$ cat src/rtl/bf_code_loader_pkg.sv
// bf_code_loader_pkg: shared state encoding and byte constants for the code loader
package bf_code_loader_pkg;
    typedef enum logic [2:0] {S_IDLE, S_LOAD, S_CHECK, S_RUN, S_ERROR} state_t;
    localparam logic [7:0] LOAD_CMD_DEF = 8'h1B;
    localparam logic [7:0] BF_END       = 8'h00;
endpackage

$ cat src/rtl/bf_code_loader.sv
// bf_code_loader: host byte stream to null-terminated code RAM image, core reset control; LOADER_CHECKSUM_EN adds a checksum byte check
module bf_code_loader
    import bf_code_loader_pkg::*;
#(
    parameter int         addrSize_code = 9,
    parameter bit         BOOT_RUN      = 1'b0,
    parameter logic [7:0] LOAD_CMD      = LOAD_CMD_DEF
) (
    input  logic                     clk,
    input  logic                     reset,
    input  logic                     rx_valid,
    input  logic [7:0]               rx_data,
    output logic                     code_we,
    output logic [addrSize_code-1:0] code_addr,
    output logic [7:0]               code_wdata,
    output logic                     core_reset_n,
    output logic                     rx_pass_valid,
    output logic [7:0]               rx_pass_data,
    output logic                     busy,
    output logic                     overflow,
    output logic                     error,
    output logic [addrSize_code:0]   loaded_len
);
    localparam logic [addrSize_code-1:0] PTR_MAX = '1;
    localparam logic [addrSize_code-1:0] PTR_ONE = {{(addrSize_code-1){1'b0}}, 1'b1};
    localparam logic [addrSize_code:0]   LEN_ONE = {{addrSize_code{1'b0}}, 1'b1};
    state_t state, nxt_state;
    logic [addrSize_code-1:0] ptr, nxt_ptr, nxt_code_addr;
    logic [7:0] nxt_code_wdata, nxt_pass_data;
    logic [addrSize_code:0] nxt_len;
    logic nxt_code_we, nxt_core_reset_n, nxt_pass_valid, nxt_busy, nxt_overflow, nxt_error;
    logic cmd, last;
`ifdef LOADER_CHECKSUM_EN
    logic [7:0] sum, nxt_sum;
`endif
    assign cmd  = rx_valid && rx_data == LOAD_CMD;
    assign last = rx_data == BF_END || ptr == PTR_MAX;

    always_ff @(posedge clk) begin
        if (reset) begin
            state         <= BOOT_RUN ? S_RUN : S_IDLE;
            ptr           <= '0;
            code_we       <= 1'b0;
            code_addr     <= '0;
            code_wdata    <= '0;
            core_reset_n  <= BOOT_RUN;
            rx_pass_valid <= 1'b0;
            rx_pass_data  <= '0;
            busy          <= 1'b0;
            overflow      <= 1'b0;
            error         <= 1'b0;
            loaded_len    <= '0;
`ifdef LOADER_CHECKSUM_EN
            sum           <= '0;
`endif
        end else begin
            state         <= nxt_state;
            ptr           <= nxt_ptr;
            code_we       <= nxt_code_we;
            code_addr     <= nxt_code_addr;
            code_wdata    <= nxt_code_wdata;
            core_reset_n  <= nxt_core_reset_n;
            rx_pass_valid <= nxt_pass_valid;
            rx_pass_data  <= nxt_pass_data;
            busy          <= nxt_busy;
            overflow      <= nxt_overflow;
            error         <= nxt_error;
            loaded_len    <= nxt_len;
`ifdef LOADER_CHECKSUM_EN
            sum           <= nxt_sum;
`endif
        end
    end

    always_comb begin
        nxt_state        = state;
        nxt_ptr          = ptr;
        nxt_code_we      = 1'b0;
        nxt_code_addr    = code_addr;
        nxt_code_wdata   = code_wdata;
        nxt_core_reset_n = core_reset_n;
        nxt_pass_valid   = 1'b0;
        nxt_pass_data    = rx_pass_data;
        nxt_busy         = busy;
        nxt_overflow     = overflow;
        nxt_error        = error;
        nxt_len          = loaded_len;
`ifdef LOADER_CHECKSUM_EN
        nxt_sum          = sum;
`endif
        case (state)
            S_LOAD: if (rx_valid) begin
                nxt_code_we    = 1'b1;
                nxt_code_addr  = ptr;
                nxt_code_wdata = last ? BF_END : rx_data;
                if (last) begin
                    nxt_len      = {1'b0, ptr} + LEN_ONE;
                    nxt_overflow = rx_data != BF_END;
`ifdef LOADER_CHECKSUM_EN
                    nxt_state    = S_CHECK;
`else
                    nxt_state    = S_RUN;
`endif
                end else begin
                    nxt_ptr = ptr + PTR_ONE;
`ifdef LOADER_CHECKSUM_EN
                    nxt_sum = sum + rx_data;
`endif
                end
            end
`ifdef LOADER_CHECKSUM_EN
            S_CHECK: if (rx_valid) begin
                nxt_state = rx_data == sum ? S_RUN : S_ERROR;
                nxt_busy  = rx_data == sum;
                nxt_error = rx_data != sum;
            end
`endif
            default: begin
                if (state == S_RUN) begin
                    nxt_core_reset_n = 1'b1;
                    nxt_busy         = 1'b0;
                end
                if (cmd) begin
                    nxt_state        = S_LOAD;
                    nxt_core_reset_n = 1'b0;
                    nxt_busy         = 1'b1;
                    nxt_ptr          = '0;
                    nxt_overflow     = 1'b0;
                    nxt_error        = 1'b0;
`ifdef LOADER_CHECKSUM_EN
                    nxt_sum          = '0;
`endif
                end else if (rx_valid && state == S_RUN) begin
                    nxt_pass_valid = 1'b1;
                    nxt_pass_data  = rx_data;
                end
            end
        endcase
    end
endmodule

$ cat config.mk
export PLATFORM = sky130hd
export DESIGN_NAME = bf_code_loader
export DESIGN_NICKNAME = d
export VERILOG_FILES = /design/src/rtl/bf_code_loader_pkg.sv /design/src/rtl/bf_code_loader.sv
export SDC_FILE = /design/constraint.sdc
export NUM_CORES = 1
export LEC_CHECK = 0
export CORE_MARGIN = 2
export CORE_UTILIZATION = 40
export DETAILED_ROUTE_END_ITERATION = 7
export PLACE_DENSITY = 0.7
export SLEW_MARGIN = 20
export SYNTH_ARGS = -nofsm -noshare
export SYNTH_HDL_FRONTEND = slang
export SYNTH_SLANG_ARGS = --single-unit
$ cat constraint.sdc
create_clock -name clk -period 2 [get_ports clk]
set_input_delay 0.4 -clock clk [delete_from_list [all_inputs] [get_ports clk]]
set_output_delay 0.4 -clock clk [all_outputs]
set_load 0.05 [all_outputs]
==> summary.md, run 1 <==
| Metric | Value |
|---|---|
| Setup repair after global routing missed its margin | `true` |
| Global route total overflow | `0` |
| Sink count of the clock tree | `51` |
| Fraction of the yosys area taken by sequential cells | `48.95%` |
| Final number of max-transition violations | `0` |
| Worst setup slack for register-to-register paths | `0.05 ns` |
| Count of distinct cell types in the synthesized netlist | `45` |
| CTS clock-pin slew for the worst setup and hold paths | `0.10 ns` |
| Count of state elements after synthesis | `51` |
| Net switching power | `392.6 uW` |
| Top flip-flop cell by instance count after synthesis | `sky130_fd_sc_hd__dfxtp_1` |
| Iter 0 DRT Violations | `129` |
| Category of the worst setup path launch point | `flip-flop` |
| Number of primary I/O pins | `52` |
| Required time of the worst setup path | `2.21 ns` |
| Layout cell share with drive strength beyond 1 | `slightly below 20%` |
| GR Util All Layers | `19.52%` |
| Hold Crit Class | `reg2reg` |
| Sequential share of power | `52.1%` |
| Clock Tree Buf Depth | `2` |
| Number of iterations in the first detailed-routing pass | `4` |
| CTS root buf | `sky130_fd_sc_hd__clkbuf_8` |
| Arrival time reported for the critical path endpoint | `2.15 ns` |
| TritonCTS clock tree | `done` |
| Post-route design area | `3074 sq um` |
| Mean cell area of the mapped netlist | `8.764 sq um` |
| Yosys warns | `0` |
| Chip Height | `76.21 um` |
| Run status | `finished clean` |
| P&R area growth vs syn | `47.39%` |
| Cell area reported after detailed placement | `2899 sq um` |
| Antenna violations before repair | `0` |
| Power per unit of standard cell area | `633.2 nW/um^2` |
| DIE WIDTH | `around 76 um` |
| Core ar. | `5075 sq um` |
| Fmax | `~500 MHz` |
| Post-route clock period utilization | `97.36%` |
| Post-synth EDFFs | `0` |
| Static leakage power | `1.192 nW` |
| Final-stage net count | `331` |
| Slew margin rel. | `64.84%` |
| DRC violation count after routing | `0` |
| Int Pwr | `1.554 mW` |
| Total routed wirelength | `roughly 5.4 mm` |
| Switching share of power | `20.17%` |
| Clock insertion delay at the later pin of the skew report | `0.31 ns` |
| Type of destination of the critical path | `flip-flop` |
| Fin Clk Skew | `0.009939 ns` |
| Quantity of I/O buffers inserted on ports | `50` |
| Vias per inst | `5.111` |
| Initial Utilization | `41.10%` |
| Peak supply drop | `0.6017 mV` |
| Routed len/inst | `roughly 14 um` |
| Worst setup path category | `reg2reg` |
| Count of final hold-check violations | `0` |
| Proportion of power drawn by combinational gates | `between 4 and 5%` |
| Mapped Nets | `251` |
| Number of clock buffers inserted by TritonCTS | `5` |
| Largest net degree at the start of global routing | `17` |
| Vias post-DR | `1,988` |
| Cell Area, Synth | `2086 sq um` |
| Die area | `5808 sq um` |
| Antenna fix cells | `0` |
| Pin slew with the least headroom to its limit | `0.5257 ns` |
| Number of setup violations in the final report | `0` |
| Final weighted congestion of routability-driven global placement | `0.8371` |
| Minimum period implied by the final worst setup slack | `1.947 ns` |
| Detail Placement HPWL | `4.091 mm` |
| Post-route worst hold slack | `0.4586 ns` |
| First-pass GRT wire length | `9.252 mm` |
| Antenna Violating Nets Remaining | `0` |
| Count of H-tree levels built during CTS | `2` |
| Maximum fanout count along the critical path | `5` |
| Fraction of power consumed by the clock network | `43.5%` |
| Async set-or-reset flop fraction in the synthesized netlist | `0%` |
| Number of maximum-capacitance violations | `0` |
| Mapped Cells | `238` |
| Vias in the first global route | `1,956` |
| Rows | `26` |
==> worst paths after layout <==
check        cells past startpoint                          to                       from
max reg2reg                      9  loaded_len[3]$_SDFFE_PP0P_        ptr[0]$_SDFFE_PP0P_
min                              2   code_addr[7]$_SDFFE_PP0N_  code_addr[7]$_SDFFE_PP0N_
min reg2reg                      2   code_addr[7]$_SDFFE_PP0N_  code_addr[7]$_SDFFE_PP0N_
max                              9  loaded_len[3]$_SDFFE_PP0P_        ptr[0]$_SDFFE_PP0P_
==> kinds of logic (layout without fill, tap and decap cells) <==
logic type | Yosys count | in the layout | synth area share (%)
AO/OA/AOI/OAI | 58 | 58 | 17.94
XOR/XNOR | 4 | 4 | 1.680
adder cells (fa/ha/maj) | 2 | 2 | 1.200
flip-flops | 51 | 51 | 48.95
AND/OR/NAND/NOR | 94 | 94 | 22.08
multiplexers | 8 | 8 | 3.839
other | 1 | 1 | 0.1798
buffers and inverters | 20 | 101 | 4.139
==> cell usage after synthesis (2+ instances only) <==
cell	number	area (sq um)
sky130_fd_sc_hd__a211oi_1	5	37.54
sky130_fd_sc_hd__a21o_1	2	15.01
sky130_fd_sc_hd__a21oi_1	30	150.1
sky130_fd_sc_hd__a31o_2	3	26.28
sky130_fd_sc_hd__a31oi_1	2	12.51
sky130_fd_sc_hd__and3_1	8	50.05
sky130_fd_sc_hd__buf_2	2	10.01
sky130_fd_sc_hd__buf_4	2	15.01
sky130_fd_sc_hd__clkbuf_1	8	30.03
sky130_fd_sc_hd__dfxtp_1	51	1021
sky130_fd_sc_hd__ha_1	2	25.02
sky130_fd_sc_hd__inv_1	5	18.77
sky130_fd_sc_hd__mux2i_1	8	80.08
sky130_fd_sc_hd__nand2_1	30	112.6
sky130_fd_sc_hd__nand3_1	12	60.06
sky130_fd_sc_hd__nor2_1	22	82.58
sky130_fd_sc_hd__nor2b_1	2	12.51
sky130_fd_sc_hd__nor3_1	4	20.02
sky130_fd_sc_hd__nor4_1	2	12.51
sky130_fd_sc_hd__o211ai_1	2	15.01
sky130_fd_sc_hd__o21ai_0	4	20.02
sky130_fd_sc_hd__o311a_1	2	20.02
sky130_fd_sc_hd__o32ai_1	3	26.28
sky130_fd_sc_hd__or3_1	3	18.77
sky130_fd_sc_hd__or4_4	2	22.52
sky130_fd_sc_hd__xnor2_1	3	26.28
==> through the flow <==
| step | cells | power [mW] | TNS [ns] | utilization [%] | setup WS [ns] |
|---|---|---|---|---|---|
| 2_1_floorplan | 238 | 1.067 | 0 | - | 0.01449 |
| 3_3_place_gp | 380 | 1.123 | -3.022 | 57.13 | -0.2133 |
| 3_5_place_dp | 380 | 1.123 | -3.553 | 57.13 | -0.3148 |
| 4_1_cts | 389 | 1.957 | 0 | 60.16 | 0.01065 |
| 5_1_grt | 389 | 2.006 | -0.05613 | 60.58 | -0.01271 |
| 6_report | 389 | 1.946 | 0 | 60.58 | 0.05272 |
==> registers in the layout (all words and copies together), names as in the netlist <==
signal / cells
loaded_len: 10
code_addr: 9
ptr: 9
code_wdata: 8
rx_pass_data: 8
state: 2
busy: 1
code_we: 1
core_reset_n: 1
overflow: 1
rx_pass_valid: 1
==> per-layer routing <==
layer	global-route usage (%)	vias up	part of all wire, %
met5	0	-	0
met4	10.00	0	2.8
met3	3.318	14	3.1
met2	31.24	43	48
met1	25.36	928	46
li1	-	1003	-
==> power groups by stage <==
stage	Combinational, mW	Sequential (mW)	Clock (mW)
global route	0.0926	1.02	0.898
global placement	0.0842	1.04	0
CTS	0.0854	1.01	0.857
finish	0.0853	1.01	0.846
detailed placement	0.0847	1.04	0
floorplan	0.0272	1.04	0
==> cells in the final DEF (no fill, tap or decap), types with 3 or more instances in the layout <==
master / count
sky130_fd_sc_hd__clkdlybuf4s50_1: 50
sky130_fd_sc_hd__dfxtp_1: 49
sky130_fd_sc_hd__buf_4: 35
sky130_fd_sc_hd__nand2_1: 30
sky130_fd_sc_hd__a21oi_1: 30
sky130_fd_sc_hd__nor2_1: 21
sky130_fd_sc_hd__nand3_1: 12
sky130_fd_sc_hd__and3_1: 8
sky130_fd_sc_hd__mux2i_1: 8
sky130_fd_sc_hd__clkbuf_8: 5
sky130_fd_sc_hd__inv_1: 4
sky130_fd_sc_hd__o21ai_0: 4
sky130_fd_sc_hd__nor3_1: 4
sky130_fd_sc_hd__a211oi_1: 4
sky130_fd_sc_hd__a31o_2: 3
sky130_fd_sc_hd__xnor2_1: 3
sky130_fd_sc_hd__or3_1: 3
sky130_fd_sc_hd__o32ai_1: 3
==> final cells by class <==
cell class	instances	area, sq um
Timing Repair Buffer	87	794.5
Tap cell	70	87.58
Multi-Input combinational cell	167	1010
Sequential cell	51	1023
Clock buffer	5	68.82
Inverter	6	22.52
Clock inverter	3	67.56
Fill cell	476	2001
==> worst max-delay path, cell delays in order (launching register included) <==
cell                      delay [ns]
sky130_fd_sc_hd__dfxtp_2        0.35
sky130_fd_sc_hd__ha_2           0.19
sky130_fd_sc_hd__nand3_1        0.11
sky130_fd_sc_hd__or2_4          0.28
sky130_fd_sc_hd__nor2_2         0.14
sky130_fd_sc_hd__ha_4           0.18
sky130_fd_sc_hd__inv_2          0.06
sky130_fd_sc_hd__o21ai_4        0.06
sky130_fd_sc_hd__nand2_2        0.10
sky130_fd_sc_hd__o311a_1        0.37
==> repair_timing <==
| item | in CTS | in global routing |
|---|---|---|
| endpoints found under the hold margin | 0 | 0 |
| buffers inserted | 1 | 0 |
| hold buffers | 0 | 0 |
| cloned | 0 | 0 |
| resized for setup | 3 | 4 |
| setup endpoints to repair | 5 | 26 |
| pin swaps | 1 | 2 |
No activity file was read; power rests on OpenSTA's default activity.
==> run 2: changes to the inputs <==
--- a/config.mk
+++ b/config.mk
@@ -10,2 +10,3 @@
 export DETAILED_ROUTE_END_ITERATION = 7
+export MAX_ROUTING_LAYER = met4
 export PLACE_DENSITY = 0.7
==> constraint.sdc (replaced) <==
create_clock -name clk -period 2 [get_ports clk]
set_input_delay 0.3 -clock clk [delete_from_list [all_inputs] [get_ports clk]]
set_output_delay 0.3 -clock clk [all_outputs]
set_load 0.05 [all_outputs]
==> summary.md, run 2 (synthesis results as in run 1) <==
| Metric | Value |
|---|---|
| DRC violation count after routing | `0` |
| Final weighted congestion of routability-driven global placement | `0.8468` |
| GR Util All Layers | `between 10% and 20%` |
| Arrival time reported for the critical path endpoint | `2.14 ns` |
| Required time of the worst setup path | `roughly 2.2 ns` |
| Type of destination of the critical path | `flip-flop` |
| Minimum period implied by the final worst setup slack | `1.898 ns` |
| Maximum fanout count along the critical path | `6` |
| CP max stage cell | `sky130_fd_sc_hd__dfxtp_2` |
| Rows | `26` |
| Antenna Violating Nets Remaining | `0` |
| Static leakage power | `roughly 1.2 nW` |
| CTS root buf | `sky130_fd_sc_hd__clkbuf_8` |
| Vias per inst | `5.114` |
| Slew margin rel. | `65.16%` |
| Largest registers | `loaded_len x10, code_addr x9, ptr x9` |
| HP Start | `code_addr[2]$_SDFFE_PP0N_` |
| Quantity of I/O buffers inserted on ports | `50` |
| Pin slew with the least headroom to its limit | `roughly 0.52 ns` |
| Worst Path Buf+Inv | `2` |
| Chip Height | `76.21 um` |
| Total routed wirelength | `about 5.3 mm` |
| Number of iterations in the first detailed-routing pass | `4` |
| Number of clock buffers inserted by TritonCTS | `5` |
| Max stage delay on crit path | `0.33 ns` |
| Post-route worst hold slack | `0.4628 ns` |
| Power per unit of standard cell area | `574.1 nW/um^2` |
| Core ar. | `5075 sq um` |
| Total instance count after detailed placement | `378` |
| Routed len/inst | `13.78 um` |
| Filler cell count | `476` |
| Initial Utilization | `just over 40%` |
| Final cell count without fillers | `386` |
| Vias post-DR | `1,974` |
| Largest net degree at the start of global routing | `37` |
| Final number of max-transition violations | `0` |
| Number of maximum-capacitance violations | `0` |
| Die area | `5808 sq um` |
| Footprint of the multi-input gates | `1006 sq um` |
| First-pass GRT wire length | `a little under 9 mm` |
| Peak supply drop | `0.2858 mV` |
| Antenna violations before repair | `0` |
| Run status | `finished clean` |
| Worst setup path category | `reg2reg` |
| Fmax | `526.9 MHz` |
| Clock insertion delay at the later pin of the skew report | `0.31 ns` |
| Total power after layout | `1.735 mW` |
| Family with the most delay on the worst path | `simple AND/OR/NAND/NOR gates` |
| Count of H-tree levels built during CTS | `2` |
| Number of setup violations in the final report | `0` |
| Layout cell share with drive strength beyond 1 | `between 15 and 20%` |
| Cells traversed along the worst timing path | `ha_1 > nand3_1 > or2_4 > nor2_4 > ha_4 > inv_2 > o211ai_2 > buf_4 > or3_1 > a31oi_1` |
| Category of the worst setup path launch point | `flip-flop` |
| Fin Clk Skew | `0.009801 ns` |
| Number of primary I/O pins | `52` |
| Area taken by flip-flops and latches | `1022 sq um` |
| DIE WIDTH | `~76 um` |
| P&R area growth vs syn | `44.87%` |
| Antenna fix cells | `0` |
| TritonCTS clock tree | `done` |
| CTS clock-pin slew for the worst setup and hold paths | `0.10 ns` |
| Count of final hold-check violations | `0` |
| Commonest non-fill, non-tap cells in the layout | `50 x sky130_fd_sc_hd__dfxtp_1, 50 x sky130_fd_sc_hd__clkdlybuf4s50_1, 31 x sky130_fd_sc_hd__buf_4` |
| Reg2reg start | `ptr[0]$_SDFFE_PP0P_` |
| Iter 0 DRT Violations | `128` |
| Clock Tree Buf Depth | `2` |
| Hold Crit Class | `reg2reg` |
| Largest register FFs | `10` |
| Global route total overflow | `0` |
| Sink count of the clock tree | `51` |
| Register bank with the most flops | `loaded_len` |
| Vias in the first global route | `roughly 1,900` |
| Final-stage net count | `about 330` |
| Detail Placement HPWL | `3.866 mm` |
| Launching element of the worst setup path | `ptr[0]$_SDFFE_PP0P_` |
| Post-route clock period utilization | `94.90%` |
-- run 2: power by group --
group | internal (mW) | switching (mW) | leakage, nW
Combinational | 0.0393 | 0.0431 | 0.707
Sequential | 1.01 | 0.000182 | 0.411
Clock | 0.283 | 0.354 | 0.0474
-- run 2: metal layers --
metal  global-route usage [%]  vias up  share of wire, %
met5                        -        -                 0
met4                    7.091        0               1.8
met3                    2.370        8               2.7
met2                    30.00       34                47
met1                    26.01      942                48
li1                         -      990                 -
-- run 2: tightest hold or removal path, delay by kind of cell (launching register included) --
| family | cells | cell delay, ns |
|---|---|---|
| AOI/OAI and AO/OA | 1 | 0.05 |
| DFF | 1 | 0.32 |
| and+or+nand+nor | 1 | 0.05 |
-- run 2: cell type report --
class	count	area share, %
inverter	6	0.7453
sequential	51	33.83
timing repair buffer	84	25.96
clock inverter	2	0.5383
clock buffer	6	2.733
multi-input combinational	167	33.29
tap	70	2.899
-- run 2: worst paths after layout --
path | cells after the start | slack (ns) | end
worst min-delay path | 2 | 0.46 | code_addr[2]$_SDFFE_PP0N_
worst min register to register | 2 | 0.46 | code_addr[2]$_SDFFE_PP0N_
worst max-delay path | 10 | 0.10 | ptr[6]$_SDFFE_PP0P_
worst max register to register | 10 | 0.10 | ptr[6]$_SDFFE_PP0P_
-- run 2: timing repair --
| action | in CTS | in global routing |
|---|---|---|
| setup endpoints to repair | 4 | 22 |
| hold buffers | 0 | 0 |
| buffers inserted | 0 | 0 |
| pin swaps | 0 | 0 |
| gates resized for setup | 1 | 4 |
-- run 2: stage by stage --
stage	instance area, sq um	worst slack, ns	utilization [%]	TNS, ns
floorplan	2092	0.01449	-	0
global placement	2897	-0.09356	57.08	-0.4585
detailed placement	2897	-0.1415	57.08	-1.188
CTS	3000	0.04179	59.12	0
global route	3022	-0.04085	59.54	-0.09440
finish	3022	0.1020	59.54	0
==> run 3: changes to the inputs <==
PLACE_DENSITY = 0.67   (was 0.7)
clock period = 2.3 ns   (was 2 ns; I/O delays follow)
==> summary.md, run 3 (synthesis results as in run 1) <==
| Metric | Value |
|---|---|
| DRC violation count after routing | `0` |
| Core ar. | `between 5000 and 6000 sq um` |
| Number of iterations in the first detailed-routing pass | `4` |
| CTS root buf | `sky130_fd_sc_hd__clkbuf_8` |
| Final cell count without fillers | `371` |
| Final weighted congestion of routability-driven global placement | `0.8918` |
| Layout cell share with drive strength beyond 1 | `12.62%` |
| Sink count of the clock tree | `51` |
| Max stage delay on crit path | `0.36 ns` |
| Pin slew with the least headroom to its limit | `0.5703 ns` |
| Largest registers | `loaded_len x10, code_addr x9, ptr x9` |
| Detail Placement HPWL | `about 3.6 mm` |
| Initial Utilization | `41.10%` |
| Rows | `26` |
| Antenna Violating Nets Remaining | `0` |
| Clock Tree Buf Depth | `2` |
| Die area | `5808 sq um` |
| Worst setup slack before clock tree synthesis | `roughly 0.11 ns` |
| Setup repair after global routing missed its margin | `false` |
| Post-route worst hold slack | `0.4568 ns` |
| First-pass GRT wire length | `8.631 mm` |
| Post-route design area | `2870 sq um` |
| Clock insertion delay at the later pin of the skew report | `0.30 ns` |
| Number of clock buffers inserted by TritonCTS | `5` |
| Chip Height | `76.21 um` |
| Maximum fanout count along the critical path | `10` |
| CTS clock-pin slew for the worst setup and hold paths | `0.09 ns` |
| Iter 0 DRT Violations | `98` |
| Filler cell count | `497` |
| Quantity of I/O buffers inserted on ports | `50` |
| Commonest non-fill, non-tap cells in the layout | `51 x sky130_fd_sc_hd__dfxtp_1, 50 x sky130_fd_sc_hd__clkdlybuf4s50_1, 30 x sky130_fd_sc_hd__nand2_1, 30 x sky130_fd_sc_hd__a21oi_1, 22 x sky130_fd_sc_hd__nor2_1` |
| Routed len/inst | `13.29 um` |
| Total instance count after detailed placement | `363` |
| TritonCTS clock tree | `done` |
| Fin Clk Skew | `0.01249 ns` |
| Minimum period implied by the final worst setup slack | `2.133 ns` |
| Peak supply drop | `0.2971 mV` |
| Leading cell type in the layout, fill and taps excluded | `sky130_fd_sc_hd__dfxtp_1` |
| Required time of the worst setup path | `2.50 ns` |
| Worst setup path category | `reg2reg` |
| Setup TNS | `0 ns` |
| Vias per inst | `5.105` |
| Slew margin rel. | `between 60% and 70%` |
| Arrival time reported for the critical path endpoint | `2.33 ns` |
| Category of the worst setup path launch point | `flip-flop` |
| Post-layout utilization of the core | `56.56%` |
| Count of final hold-check violations | `0` |
| Vias post-DR | `1,894` |
| Hold Crit Class | `reg2reg` |
| Total routed wirelength | `4.929 mm` |
| Number of primary I/O pins | `52` |
| Largest register FFs | `10` |
| Cell occurring most often along the worst timing path | `sky130_fd_sc_hd__ha_1` |
| DIE WIDTH | `between 70 and 80 um` |
| Post-route clock period utilization | `between 90% and 100%` |
| Antenna violations before repair | `0` |
| Type of destination of the critical path | `flip-flop` |
| Static leakage power | `1.096 nW` |
| Worst Path Buf+Inv | `1` |
| Register bank with the most flops | `loaded_len` |
| Total power after layout | `around 1.6 mW` |
| Cell area reported after detailed placement | `2753 sq um` |
| Number of maximum-capacitance violations | `0` |
| Global route total overflow | `0` |
| Cells traversed along the worst timing path | `ha_1 > nand3_1 > or2_2 > nor2_1 > ha_1 > inv_2 > o21ai_4 > nand2_2 > o311a_1` |
| P&R area growth vs syn | `37.61%` |
| Final number of max-transition violations | `0` |
| Final critical-path setup slack | `0.1674 ns` |
| Antenna fix cells | `0` |
| Run status | `finished clean` |
| Total setup buffers inserted after CTS | `0` |
| Fmax | `468.9 MHz` |
| GR Util All Layers | `a little under a fifth` |
| Largest net degree at the start of global routing | `25` |
| Power per unit of standard cell area | `552.5 nW/um^2` |
| Vias in the first global route | `~1,800` |
| Count of H-tree levels built during CTS | `2` |
| Final-stage net count | `313` |
| Number of setup violations in the final report | `0` |
| Family with the most delay on the worst path | `simple AND/OR/NAND/NOR gates` |
| CP max stage cell | `sky130_fd_sc_hd__or2_2` |
[run 3: path summary, 6_finish.rpt]
check / startpoint / end / slack (ns) / cells past startpoint
worst max-delay path: ptr[0]$_SDFFE_PP0P_ / loaded_len[3]$_SDFFE_PP0P_ / 0.17 / 9
worst min-delay path: code_addr[7]$_SDFFE_PP0N_ / code_addr[7]$_SDFFE_PP0N_ / 0.46 / 2
worst max register to register: ptr[0]$_SDFFE_PP0P_ / loaded_len[3]$_SDFFE_PP0P_ / 0.17 / 9
worst min register to register: code_addr[7]$_SDFFE_PP0N_ / code_addr[7]$_SDFFE_PP0N_ / 0.46 / 2
[run 3: final cells by class]
| cell class | count | area, sq um | share of cell area (%) |
|---|---|---|---|
| clock buffers | 6 | 82.58 | 2.877 |
| clock inverters | 2 | 35.03 | 1.221 |
| inverters | 6 | 22.52 | 0.7847 |
| multi-input cells | 167 | 978.4 | 34.09 |
| flip-flops and latches | 51 | 1021 | 35.57 |
| well taps | 70 | 87.58 | 3.051 |
| repair buffers | 69 | 643.1 | 22.41 |
[run 3: worst min-delay path: stages (launching register included)]
cell and delay [ns]:
sky130_fd_sc_hd__dfxtp_1 0.32, sky130_fd_sc_hd__nand2_1 0.05, sky130_fd_sc_hd__a21oi_1 0.05
[run 3: routing by layer]
metal  track usage (%)  wire (um)  part of all wire (%)  vias to the layer above
li1                  -          -                     -                      964
met1             24.65       2396                    49                      889
met2             28.32       2287                    46                       34
met3             4.384        157                   3.2                        7
met4             6.182         88                   1.8                        0
met5                 -          0                     0                        -
[run 3: what timing repair did]
action	4_1_cts	5_1_grt
setup endpoints to repair	0	6
gates resized for setup	0	1
hold buffers	0	0
[run 3: power by group]
group	internal (mW)	switching, mW
clock network	0.352	0.288
registers	0.882	0.000155
logic	0.0275	0.0356
total	1.26	0.324
